===== src/rtl/baud_pkg.sv =====
// Shared UART timing constants and the default divisor helper.
package baud_pkg;

    localparam int unsigned OVERSAMPLE_DEF = 16;
    localparam int unsigned FRAC_W_DEF     = 4;
    localparam int unsigned DIV_W_DEF      = 16;

    // Rounded clocks-per-os_tick in 1/2^frac_w units, i.e. {int, frac}.
    function automatic logic [63:0] DEFAULT_DIV(
        input longint unsigned clk_hz,
        input longint unsigned baud,
        input longint unsigned os,
        input int unsigned     frac_w
    );
        longint unsigned num;
        longint unsigned den;
        num = clk_hz << frac_w;
        den = baud * os;
        return 64'((num + (den / 2)) / den);
    endfunction

endpackage


===== src/rtl/baud_os_gen_frac_tick_div.sv =====
// Fractional clock divider: owns cnt/acc, the divisor registers and cfg checks.
module frac_tick_div
    import baud_pkg::*;
#(
    parameter int unsigned           DIV_W    = DIV_W_DEF,
    parameter int unsigned           FRAC_W   = FRAC_W_DEF,
    parameter logic [DIV_W-1:0]      DEF_INT  = DIV_W'(13),
    parameter logic [FRAC_W-1:0]     DEF_FRAC = FRAC_W'(9)
) (
    input  logic              clk,
    input  logic              rst_n,
    input  logic              en,
    input  logic              restart,
    input  logic              cfg_load,
    input  logic [DIV_W-1:0]  div_int,
    input  logic [FRAC_W-1:0] div_frac,
    output logic              tick_c,
    output logic              os_tick,
    output logic              cfg_err
);

    localparam int unsigned CNT_W = DIV_W + 1;
    localparam int unsigned SUM_W = FRAC_W + 1;

    logic [CNT_W-1:0]  cnt_q, cnt_d;
    logic [FRAC_W-1:0] acc_q, acc_d;
    logic [DIV_W-1:0]  act_int_q, act_int_d;
    logic [FRAC_W-1:0] act_frac_q, act_frac_d;
    logic [DIV_W-1:0]  pend_int_q, pend_int_d;
    logic [FRAC_W-1:0] pend_frac_q, pend_frac_d;
    logic              pend_vld_q, pend_vld_d;
    logic              os_tick_q, os_tick_d;
    logic              cfg_err_q, cfg_err_d;

    logic [SUM_W-1:0]  acc_sum;
    logic [CNT_W-1:0]  cur_len;
    logic              end_c;
    logic              cfg_ok;
    logic              boundary;

    // Period length, counter advance and divisor hand-over.
    always_comb begin
        cnt_d       = cnt_q;
        acc_d       = acc_q;
        act_int_d   = act_int_q;
        act_frac_d  = act_frac_q;
        pend_int_d  = pend_int_q;
        pend_frac_d = pend_frac_q;
        pend_vld_d  = pend_vld_q;
        os_tick_d   = 1'b0;
        tick_c      = 1'b0;

        acc_sum   = SUM_W'(acc_q) + SUM_W'(act_frac_q);
        cur_len   = CNT_W'(act_int_q) + CNT_W'(acc_sum[FRAC_W]);
        end_c     = (cnt_q == (cur_len - CNT_W'(1)));
        cfg_ok    = cfg_load && (div_int >= DIV_W'(2));
        cfg_err_d = cfg_load && !cfg_ok;

        if (!en || restart) begin
            cnt_d = '0;
            acc_d = '0;
        end else if (end_c) begin
            cnt_d     = '0;
            acc_d     = acc_sum[FRAC_W-1:0];
            os_tick_d = 1'b1;
            tick_c    = 1'b1;
        end else begin
            cnt_d = cnt_q + CNT_W'(1);
        end

        // A new divisor takes effect only where a fresh period begins.
        boundary = !en || restart || tick_c;
        if (cfg_ok) begin
            if (boundary) begin
                act_int_d  = div_int;
                act_frac_d = div_frac;
                pend_vld_d = 1'b0;
            end else begin
                pend_int_d  = div_int;
                pend_frac_d = div_frac;
                pend_vld_d  = 1'b1;
            end
        end else if (pend_vld_q && boundary) begin
            act_int_d  = pend_int_q;
            act_frac_d = pend_frac_q;
            pend_vld_d = 1'b0;
        end
    end

    // State registers with synchronous reset to the default divisor.
    always_ff @(posedge clk) begin
        if (!rst_n) begin
            cnt_q       <= '0;
            acc_q       <= '0;
            act_int_q   <= DEF_INT;
            act_frac_q  <= DEF_FRAC;
            pend_int_q  <= '0;
            pend_frac_q <= '0;
            pend_vld_q  <= 1'b0;
            os_tick_q   <= 1'b0;
            cfg_err_q   <= 1'b0;
        end else begin
            cnt_q       <= cnt_d;
            acc_q       <= acc_d;
            act_int_q   <= act_int_d;
            act_frac_q  <= act_frac_d;
            pend_int_q  <= pend_int_d;
            pend_frac_q <= pend_frac_d;
            pend_vld_q  <= pend_vld_d;
            os_tick_q   <= os_tick_d;
            cfg_err_q   <= cfg_err_d;
        end
    end

    assign os_tick = os_tick_q;
    assign cfg_err = cfg_err_q;

endmodule


===== src/rtl/baud_os_gen.sv =====
// UART baud timing source: oversample tick plus bit-centre and bit-end pulses.
module baud_os_gen
    import baud_pkg::*;
#(
    parameter int unsigned CLK_FREQ     = 25_000_000,
    parameter int unsigned DEFAULT_BAUD = 115200,
    parameter int unsigned OVERSAMPLE   = OVERSAMPLE_DEF,
    parameter int unsigned DIV_W        = DIV_W_DEF,
    parameter int unsigned FRAC_W       = FRAC_W_DEF
) (
    input  logic              clk,
    input  logic              rst_n,
    input  logic              en,
    input  logic              restart,
    input  logic              cfg_load,
    input  logic [DIV_W-1:0]  div_int,
    input  logic [FRAC_W-1:0] div_frac,
    output logic              os_tick,
    output logic              mid_pulse,
    output logic              baud_pulse,
    output logic              cfg_err
);

    localparam int unsigned OS_W = $clog2(OVERSAMPLE);
    localparam logic [63:0] DEF_SCALED =
        DEFAULT_DIV(64'(CLK_FREQ), 64'(DEFAULT_BAUD), 64'(OVERSAMPLE), FRAC_W);
    localparam logic [DIV_W-1:0]  DEF_INT  = DEF_SCALED[FRAC_W +: DIV_W];
    localparam logic [FRAC_W-1:0] DEF_FRAC = DEF_SCALED[FRAC_W-1:0];

    logic            tick_c;
    logic [OS_W-1:0] os_cnt_q, os_cnt_d;
    logic            mid_q, mid_d;
    logic            baud_q, baud_d;

    frac_tick_div #(
        .DIV_W    (DIV_W),
        .FRAC_W   (FRAC_W),
        .DEF_INT  (DEF_INT),
        .DEF_FRAC (DEF_FRAC)
    ) u_div (
        .clk      (clk),
        .rst_n    (rst_n),
        .en       (en),
        .restart  (restart),
        .cfg_load (cfg_load),
        .div_int  (div_int),
        .div_frac (div_frac),
        .tick_c   (tick_c),
        .os_tick  (os_tick),
        .cfg_err  (cfg_err)
    );

    // Oversample phase counter and centre/end decode, aligned with os_tick.
    always_comb begin
        os_cnt_d = os_cnt_q;
        mid_d    = tick_c && (os_cnt_q == OS_W'(OVERSAMPLE / 2 - 1));
        baud_d   = tick_c && (os_cnt_q == OS_W'(OVERSAMPLE - 1));
        if (!en || restart) begin
            os_cnt_d = '0;
        end else if (tick_c) begin
            os_cnt_d = (os_cnt_q == OS_W'(OVERSAMPLE - 1)) ? '0 : os_cnt_q + OS_W'(1);
        end
    end

    // Phase and pulse registers.
    always_ff @(posedge clk) begin
        if (!rst_n) begin
            os_cnt_q <= '0;
            mid_q    <= 1'b0;
            baud_q   <= 1'b0;
        end else begin
            os_cnt_q <= os_cnt_d;
            mid_q    <= mid_d;
            baud_q   <= baud_d;
        end
    end

    assign mid_pulse  = mid_q;
    assign baud_pulse = baud_q;

endmodule

===== config.mk =====
export PLATFORM = sky130hd
export DESIGN_NAME = baud_os_gen
export DESIGN_NICKNAME = d
export VERILOG_FILES = /design/src/rtl/baud_pkg.sv /design/src/rtl/baud_os_gen_frac_tick_div.sv /design/src/rtl/baud_os_gen.sv
export SDC_FILE = /design/constraint.sdc
export NUM_CORES = 1
export LEC_CHECK = 0
export ABC_CLOCK_PERIOD_IN_PS = 8200
export BUFFER_PORTS_ARGS = -buffer_cell sky130_fd_sc_hd__buf_2
export CAP_MARGIN = 10
export CORE_ASPECT_RATIO = 0.8
export CORE_MARGIN = 2
export CORE_UTILIZATION = 60
export DETAILED_ROUTE_END_ITERATION = 6
export PLACE_DENSITY = 0.83
export SKIP_LAST_GASP = 1
export SYNTH_ARGS = -nofsm -noshare
export SYNTH_HDL_FRONTEND = slang
export SYNTH_SLANG_ARGS = --single-unit

===== constraint.sdc =====
create_clock -name clk -period 8.2 [get_ports clk]
set_input_delay 1.64 -clock clk [delete_from_list [all_inputs] [get_ports clk]]
set_output_delay 1.64 -clock clk [all_outputs]
set_load 0.05 [all_outputs]

# Word-level counts from Yosys, hierarchy flattened

Cells that the tools add are included.

Register bits: 70
Output and inout bits: 4
Logic and storage cells: 50

Add/subtract/negate cells: 5
Magnitude comparators: 1
Equality and inequality tests: 4
Muxes and demuxes: 12
Bitwise logic cells: 2
Reduce and logical (&&, ||, !) cells: 14

Operator list:

| operator              | number |
|---|---|
| $mux 16               | 3 |
| $add 16x1->17         | 1 |
| $add 17x1->17 const B | 1 |
| $eq 17x17->1          | 1 |
| $sub 17x1->17 const B | 1 |
| $ge 16x2->1 const B   | 1 |
| $mux 4                | 4 |
| $add 4x4->5           | 1 |
| $logic_and 1x1->1     | 5 |
| $mux 1                | 5 |
| $add 4x1->4 const B   | 1 |
| $eq 4x3->1 const B    | 1 |
| $eq 4x4->1 const B    | 1 |
| $reduce_and 2->1      | 2 |
| $reduce_or 3->1       | 1 |
| $logic_not 1->1       | 2 |
| $logic_or 1x1->1      | 2 |
| $ne 2x2->1 const B    | 1 |
| $not 1->1             | 2 |
| $reduce_bool 2->1     | 1 |
| $reduce_or 2->1       | 1 |

# Longest topological paths before layout

Gate-level depths: netlist of the first run.

Depth in word-level cells: 10
Depth in mapped cells: 17
Gate-level depth less buffers: 15

# Modules after synthesis

From an unflattened synthesis of the first run, not the netlist that was laid out.

Cell total of the unflattened synthesis: 495
Area total of the unflattened synthesis: 3932.5 sq um

By module, submodules not included:

| module        | times used | cells an instance | area an instance (sq um) | seq. area each (sq um) |
|---|---|---|---|---|
| frac_tick_div | 1          | 467               | 3674.8                   | 1281.2 |
| baud_os_gen   | 1          | 28                | 257.7                    | 120.1 |

# Worst setup path before layout of the first run

Ideal clock, no wire load.

Kind: reg-to-reg
From: reg u_div.act_frac_q[0]
To: reg u_div.act_frac_q[0]
Setup time: 0.121 ns
Data arrival time: 3.201 ns
Data required time: 8.079 ns
Slack: 4.878 ns
Cell stages (with the launch flop): 17
Path buffers: 1
Clock period less this slack: 3.322 ns
Path through: dfxtp_1 > ha_1 > inv_1 > fa_1 > inv_1 > a21o_1 > a21oi_1 > ha_1 > ha_1 > nor4b_4 > and3_4 > or3_1 > a41oi_2 > o211ai_2 > o22ai_2 > buf_6 > mux2_4

Word-level cells in the longest chain between the ends: 10

Ends and longest elaborated chain:

| item                           | line                             | RTL |
|---|---|---|
| start: declaration             | baud_os_gen_frac_tick_div.sv:28  | `logic [FRAC_W-1:0] act_frac_q, act_frac_d;` |
| start signal: assignment       | baud_os_gen_frac_tick_div.sv:106 | `act_frac_q <= act_frac_d;` |
| $add 4x4->5 (*)                | baud_os_gen_frac_tick_div.sv:53  | `acc_sum = SUM_W'(acc_q) + SUM_W'(act_frac_q);` |
| $add 16x1->17 (*)              | baud_os_gen_frac_tick_div.sv:54  | `cur_len = CNT_W'(act_int_q) + CNT_W'(acc_sum[FRAC_W]);` |
| $sub 17x1->17 (*)              | baud_os_gen_frac_tick_div.sv:55  | `end_c = (cnt_q == (cur_len - CNT_W'(1)));` |
| $eq 17x17->1 (*)               | baud_os_gen_frac_tick_div.sv:55  |  |
| $mux 1 (*)                     | baud_os_gen_frac_tick_div.sv:62  | `end else if (end_c) begin` |
| $mux 1 (*)                     | n/a                              |  |
| $logic_or 1x1->1 (*)           | baud_os_gen_frac_tick_div.sv:72  | `boundary = !en \|\| restart \|\| tick_c;` |
| $logic_and 1x1->1              | baud_os_gen_frac_tick_div.sv:83  | `end else if (pend_vld_q && boundary) begin` |
| $reduce_bool 2->1 (no line)    | n/a                              |  |
| $reduce_and 2->1 (no line) (*) | n/a                              |  |

Every way passes the cells marked *; elsewhere a longest branch is shown, timed or not.
A chain may end at the register's enable or synchronous reset.

# Final worst setup path of the first run

From: reg u_div.act_frac_q[0]
To: reg u_div.act_int_q[2]

Word-level cells in the longest chain between the ends: 10

Ends and longest elaborated chain:

| item                           | line                             | RTL |
|---|---|---|
| $add 4x4->5 (*)                | baud_os_gen_frac_tick_div.sv:53  |  |
| $add 16x1->17 (*)              | baud_os_gen_frac_tick_div.sv:54  |  |
| $sub 17x1->17 (*)              | baud_os_gen_frac_tick_div.sv:55  |  |
| $eq 17x17->1 (*)               | baud_os_gen_frac_tick_div.sv:55  |  |
| $mux 1 (*)                     | baud_os_gen_frac_tick_div.sv:62  |  |
| $mux 1 (*)                     | n/a                              |  |
| $logic_or 1x1->1 (*)           | baud_os_gen_frac_tick_div.sv:72  |  |
| $logic_and 1x1->1              | baud_os_gen_frac_tick_div.sv:83  |  |
| $reduce_bool 2->1 (no line)    | n/a                              |  |
| $reduce_and 2->1 (no line) (*) | n/a                              |  |
| end signal: assignment         | baud_os_gen_frac_tick_div.sv:105 | `act_int_q <= act_int_d;` |
| end: declaration               | baud_os_gen_frac_tick_div.sv:27  | `logic [DIV_W-1:0] act_int_q, act_int_d;` |

Marks and branches as above.

==> metrics, run 1 <==
CTS Sinks=70; yosys warns=0; WHS=459 ps; clock tree from TritonCTS=done; Req. time, crit path=between 8000 and 9000 ps; Reg clk slew, reported paths=90 ps; die area=0.00714 sq mm; Fin. Hold Viols=0; Critical R2R Capture=u_div.act_int_q[2]$_SDFFE_PN1P_; worst slack, placed=4190 ps; Worst-Skew Late Latency=360 ps; port bufs=28; Tcrit/Tclk final=between 40% and 50%; Cells after Synth=438; fillers=520; most common cell after layout, fill and taps aside=nand2_1; Design Area, Final=0.00424 sq mm; Fin Clk Skew=between 15 and 20 ps; # diodes=0; peak supply drop=0.115 mV; Max Cap Viol=0; status=complete, no violations; chip width=94.0 microns; WHS Path Cells=2; share of layout cells above drive strength 1=17.7%; final RePlAce weighted congestion=between 0.8 and 0.9; pin count of the biggest net entering global routing=84; Core Footprint=about 0.0063 sq mm; drt wl/cell=14.4 microns; vias in the first global route=2848; Detail Route Antenna Nets=0; min cycle time layout=4050 ps; DP Area=between 0.004 and 0.005 sq mm; mapped cell area=0.00389 sq mm; Reg area=0.00140 sq mm; gr usage total=23.0%; worst setup path category=flop to flop; setup TNS=0 ps; die height=76.0 microns; net count after synthesis=approximately 470; Post CTS Setup Buffer Count=0; maximum fanout along the worst path=15; Starting DRT DRC Count=roughly 190; cts hold-fix bufs=0; Vias/cell=5.61; Seq/Total Area, Yosys=36.0%; Slew Limit Fails=0; CTS resizes=0; clk root buf=clkbuf_8; R2R depth=16; RSZ-0062 raised after global routing=no; initial antenna violation count=0; total CTS buffers=9; H-tree depth=3; Post-Route WL=between 7 and 8 mm; relative slew slack=48.0%; Post-DP HPWL=5.62 mm; clk buf depth=2; floorplan row count=26; Final setup viols=0; global-route wire length before repair=roughly 13 mm; Multi-input gate area=~0.0023 sq mm; hold endpoint=u_div.pend_int_q[2]$_SDFFE_PN0P_; GRT overflow=0; Leakage=1.69 nW; Avg Cell Area, Syn=8.88 sq um; Area Growth Syn to Fin=9.04%; final net count=492; number of distinct library cells after synthesis=57; Yosys reg bits=70; CP endpoint kind=flop; drt pass-1 iters=4; Post-route DRC=0; Final WS setup=4150 ps; CP startpoint kind=flop; Post-synth ARST share=0%; Initial Util=roughly 62%; Boundary Pins=29; reg-to-reg critical path startpoint=u_div.act_frac_q[0]$_SDFFE_PN1P_; fin util=67.2%; commonest cells after routing, fill and taps aside=nand2_1, dfxtp_1, mux2i_1, nor2_1, buf_2; Min-Delay Startpoint=u_div.pend_int_q[2]$_SDFFE_PN0P_; Post-synth EDFFs=0; pwr dens=176 mW/mm^2; highest clock rate=247 MHz; CP Data Arrival Time=~4300 ps; most common flop cell mapped by yosys=dfxtp_1; setup slack, reg-to-reg=4150 ps; worst slew pin tran=780 ps; via count=3066; worst min path class=flop to flop
sequential cells by signal (all words and copies together), names as in the netlist, 4 cells and up:
name / flops
u_div.acc_q: 4
u_div.pend_int_q: 16
u_div.cnt_q: 17
os_cnt_q: 4
u_div.pend_frac_q: 4
u_div.act_int_q: 16
u_div.act_frac_q: 4
worst max-delay path by stage:
stage | slack (ps) | cells past startpoint | to | from
after floorplan | 4880 | 16 | u_div.act_frac_q[0]$_SDFFE_PN1P_ | u_div.act_frac_q[0]$_SDFFE_PN1P_
after global placement | 4330 | 16 | u_div.act_int_q[2]$_SDFFE_PN1P_ | u_div.act_frac_q[0]$_SDFFE_PN1P_
after detailed placement | 4190 | 16 | u_div.act_int_q[2]$_SDFFE_PN1P_ | u_div.act_frac_q[0]$_SDFFE_PN1P_
after CTS | 4170 | 16 | u_div.act_int_q[2]$_SDFFE_PN1P_ | u_div.act_frac_q[0]$_SDFFE_PN1P_
after global routing | 3870 | 16 | u_div.act_int_q[2]$_SDFFE_PN1P_ | u_div.act_frac_q[0]$_SDFFE_PN1P_
final | 4150 | 16 | u_div.act_int_q[2]$_SDFFE_PN1P_ | u_div.act_frac_q[0]$_SDFFE_PN1P_
metal layers:
| metal | GRT usage (%) | up-vias | part of all wire [%] |
|---|---|---|---|
| met3 | 5.74 | 12 | 6.0 |
| met5 | 0 | - | 0 |
| met2 | 35.6 | 84 | 45 |
| met4 | 6.23 | 0 | 1.2 |
| li1 | - | 1549 | - |
| met1 | 32.0 | 1421 | 48 |
where the power goes:
part,switching (mW),internal (mW),leakage (nW),total (mW)
Combinational,0.0546,0.0435,1.02,0.0980
Sequential,0.0111,0.351,0.568,0.362
Clock,0.137,0.150,0.103,0.287
kinds of logic (layout without fill, tap and decap cells):
| kind of cell | count (synthesis) | count (layout) | synth area share, % |
|---|---|---|---|
| XOR/XNOR | 36 | 36 | 8.11 |
| flip-flops | 70 | 70 | 36.0 |
| AND/OR/NAND/NOR | 189 | 189 | 23.9 |
| adder cells (fa/ha/maj) | 9 | 9 | 3.09 |
| buffers and inverters | 34 | 59 | 4.41 |
| multiplexers | 62 | 62 | 17.1 |
| AO/OA/AOI/OAI | 38 | 38 | 7.31 |
cell usage after synthesis (2+ instances only):
library cell | n | area (sq um)
buf_1 | 4 | 15.0
nor2b_1 | 5 | 31.3
nand4_1 | 7 | 43.8
buf_4 | 3 | 22.5
clkbuf_1 | 10 | 37.5
a21oi_1 | 10 | 50.1
nand2b_1 | 4 | 25.0
nand4b_1 | 4 | 35.0
mux2_4 | 5 | 75.1
inv_1 | 11 | 41.3
and3_1 | 5 | 31.3
o21ai_0 | 8 | 40.0
mux2_2 | 16 | 180
nand3b_1 | 3 | 22.5
nor4_1 | 5 | 31.3
buf_6 | 4 | 45.0
dfxtp_1 | 70 | 1400
mux2i_1 | 41 | 410
nor3_1 | 5 | 25.0
and4_1 | 3 | 26.3
or3_1 | 2 | 12.5
nand3_1 | 17 | 85.1
xor2_1 | 20 | 175
and2_1 | 4 | 25.0
xnor2_1 | 16 | 140
a21o_1 | 3 | 22.5
nor2_1 | 28 | 105
buf_2 | 2 | 10.0
nand2_1 | 88 | 330
ha_1 | 8 | 100
through the flow:
step | power [mW] | cells
2_1_floorplan | 0.445 | 438
6_report | 0.747 | 547
3_5_place_dp | 0.466 | 531
3_3_place_gp | 0.462 | 531
5_1_grt | 0.776 | 547
4_1_cts | 0.751 | 547
cell type report:
type	count	area share, %
clock inverters	6	1.62
inverters	11	0.974
multi-input cells	334	54.6
flip-flops and latches	70	33.1
well taps	84	2.48
clock buffers	10	3.25
repair buffers	32	4.01
worst max-delay path, cell delays in order, from the launching register on:
cell	delay (ps)
dfxtp_1	320
ha_1	200
inv_1	70
fa_1	210
inv_1	50
a21o_1	150
a21oi_1	140
ha_1	200
ha_1	280
nor4b_4	280
nand4_1	160
mux2i_1	180
a211oi_1	330
o211ai_2	300
o22ai_2	390
buf_4	350
mux2_4	320
(Power assumes the default switching activity.)
==> run 2, diff against run 1 <==
--- a/config.mk
+++ b/config.mk
@@ -5,14 +5,14 @@
 export SDC_FILE = /design/constraint.sdc
 export NUM_CORES = 1
 export LEC_CHECK = 0
-export ABC_CLOCK_PERIOD_IN_PS = 8200
+export ABC_CLOCK_PERIOD_IN_PS = 3710
 export BUFFER_PORTS_ARGS = -buffer_cell sky130_fd_sc_hd__buf_2
 export CAP_MARGIN = 10
 export CORE_ASPECT_RATIO = 0.8
 export CORE_MARGIN = 2
-export CORE_UTILIZATION = 60
+export CORE_UTILIZATION = 54
 export DETAILED_ROUTE_END_ITERATION = 6
-export PLACE_DENSITY = 0.83
+export PLACE_DENSITY = 0.79
 export SKIP_LAST_GASP = 1
 export SYNTH_ARGS = -nofsm -noshare
 export SYNTH_HDL_FRONTEND = slang
==> constraint.sdc (replaced) <==
create_clock -name clk -period 3.71 [get_ports clk]
set_input_delay 0.742 -clock clk [delete_from_list [all_inputs] [get_ports clk]]
set_output_delay 0.742 -clock clk [all_outputs]
set_load 0.05 [all_outputs]
==> metrics, run 2 (synthesis results as in run 1) <==
Post-route DRC=0; share of layout cells above drive strength 1=19.3%; setup slack, reg-to-reg=170 ps; initial antenna violation count=0; Req. time, crit path=4000 ps; die area=approximately 0.008 sq mm; setup TNS=0 ps; min cycle time layout=~3500 ps; chip width=98.9 microns; via count=a little over 3000; RSZ-0062 raised after global routing=no; worst slew pin tran=about 780 ps; Tcrit/Tclk final=95.3%; drt wl/cell=~15 microns; pwr dens=389 mW/mm^2; slowest stage cell, crit path=or4_1; most common cell after layout, fill and taps aside=nand2_1; status=complete, no violations; Final WS setup=between 150 and 200 ps; Area Growth Syn to Fin=10.9%; gr usage total=21.5%; # diodes=0; worst slack, placed=between 150 and 200 ps; Boundary Pins=29; R2R depth=16; WP buf/inv=3; Initial Util=between 50% and 60%; Largest Register=u_div.cnt_q; Worst-Skew Late Latency=370 ps; Detail Route Antenna Nets=0; worst setup path category=flop to flop; Vias/cell=5.60; crit-path max cell delay=460 ps; Slew Limit Fails=0; pin count of the biggest net entering global routing=45; biggest registers after layout=u_div.cnt_q x17, u_div.act_int_q x16, u_div.pend_int_q x16; Core Footprint=approximately 0.007 sq mm; max FFs per register=17; hold endpoint=u_div.pend_int_q[8]$_SDFFE_PN0P_; Fin Clk Skew=12.5 ps; critical path's top delay family=simple AND/OR/NAND/NOR gates; vias in the first global route=2943; floorplan row count=27; highest clock rate=283 MHz; CP endpoint kind=flop; GRT overflow=0; clock tree from TritonCTS=done; worst min path class=flop to flop; cell chain of the critical path=ha_1 > inv_1 > fa_1 > inv_1 > a21o_1 > a21oi_1 > ha_1 > ha_2 > nor4b_4 > and3_4 > or3_1 > a41oi_2 > o211ai_2 > buf_4 > or4_1 > a21oi_1; port bufs=28; CTS Sinks=70; Post CTS Setup Buffer Count=0; Post-Route WL=8.10 mm; Final setup viols=0; clk buf depth=2; total CTS buffers=9; Critical R2R Capture=os_cnt_q[2]$_SDFFE_PP0P_; clk root buf=clkbuf_8; CP startpoint kind=flop; global-route wire length before repair=13.4 mm; Fin. Hold Viols=0; die height=79.9 microns; CP Data Arrival Time=3830 ps; reg-to-reg critical path startpoint=u_div.acc_q[0]$_SDFFE_PP0P_; drt pass-1 iters=4; maximum fanout along the worst path=9; final net count=approximately 500; Reg clk slew, reported paths=roughly 80 ps; Min-Delay Startpoint=u_div.pend_int_q[8]$_SDFFE_PN0P_; Max Cap Viol=0; WHS Path Cells=2; commonest cells after routing, fill and taps aside=nand2_1, dfxtp_1, mux2i_1, nor2_1, buf_2; Worst setup startpoint=u_div.acc_q[0]$_SDFFE_PP0P_; Leakage=1.72 nW; H-tree depth=3; final RePlAce weighted congestion=between 0.8 and 0.9; Starting DRT DRC Count=between 100 and 150; relative slew slack=48.0%; Post-DP HPWL=5.78 mm; peak supply drop=approximately 0.26 mV
-- run 2: repair_timing --
action	4_1_cts	5_1_grt
resized for setup	0	6
hold buffers	0	0
endpoints found under the setup margin	0	12
-- run 2: tightest hold or removal path, delay by kind of cell (launching register included) --
kind / cells / cell delay [ps]
muxes: 1 / 50
and+or+nand+nor: 1 / 50
DFF: 1 / 310
-- run 2: per-layer routing --
metal	vias to the layer above	track usage [%]	part of all wire, %
li1	1559	-	-
met1	1455	28.0	49
met2	73	34.4	44
met3	16	6.30	5.3
met4	0	6.85	2.2
met5	-	0	0
-- run 2: power breakdown --
group,total (mW),switching [mW],internal (mW),leakage [nW]
Combinational,0.236,0.127,0.109,1.04
Clock,0.642,0.310,0.332,0.103
Sequential,0.799,0.0246,0.775,0.568
Total,1.68,0.462,1.22,1.72
-- run 2: area by class of cell --
type / instances / area, sq um
Inverter: 11 / 41.3
Tap cell: 87 / 109
Multi-Input combinational cell: 334 / 2340
Sequential cell: 70 / 1400
Fill cell: 581 / 2610
Clock inverter: 6 / 68.8
Clock buffer: 10 / 138
Timing Repair Buffer: 36 / 213
-- run 2: worst max path at each step --
stage	end	slack (ps)	cells after the start
after detailed placement	os_cnt_q[2]$_SDFFE_PP0P_	170	16
after floorplan	u_div.act_frac_q[0]$_SDFFE_PN1P_	390	16
final	os_cnt_q[2]$_SDFFE_PP0P_	170	16
after global routing	u_div.pend_int_q[1]$_SDFFE_PN0P_	7	16
after global placement	os_cnt_q[2]$_SDFFE_PP0P_	250	16
after CTS	os_cnt_q[3]$_SDFFE_PP0P_	90	16
-- run 2: metrics by stage --
stage | util (%) | hold slack, ps | cells | area, sq um | total power [mW]
after floorplan | - | 432 | 438 | 3890 | 0.983
after global placement | 58.9 | 439 | 538 | 4080 | 1.04
after detailed placement | 58.9 | 447 | 538 | 4080 | 1.04
after CTS | 61.9 | 462 | 554 | 4290 | 1.68
after global routing | 62.3 | 490 | 554 | 4310 | 1.74
final | 62.3 | 460 | 554 | 4310 | 1.68
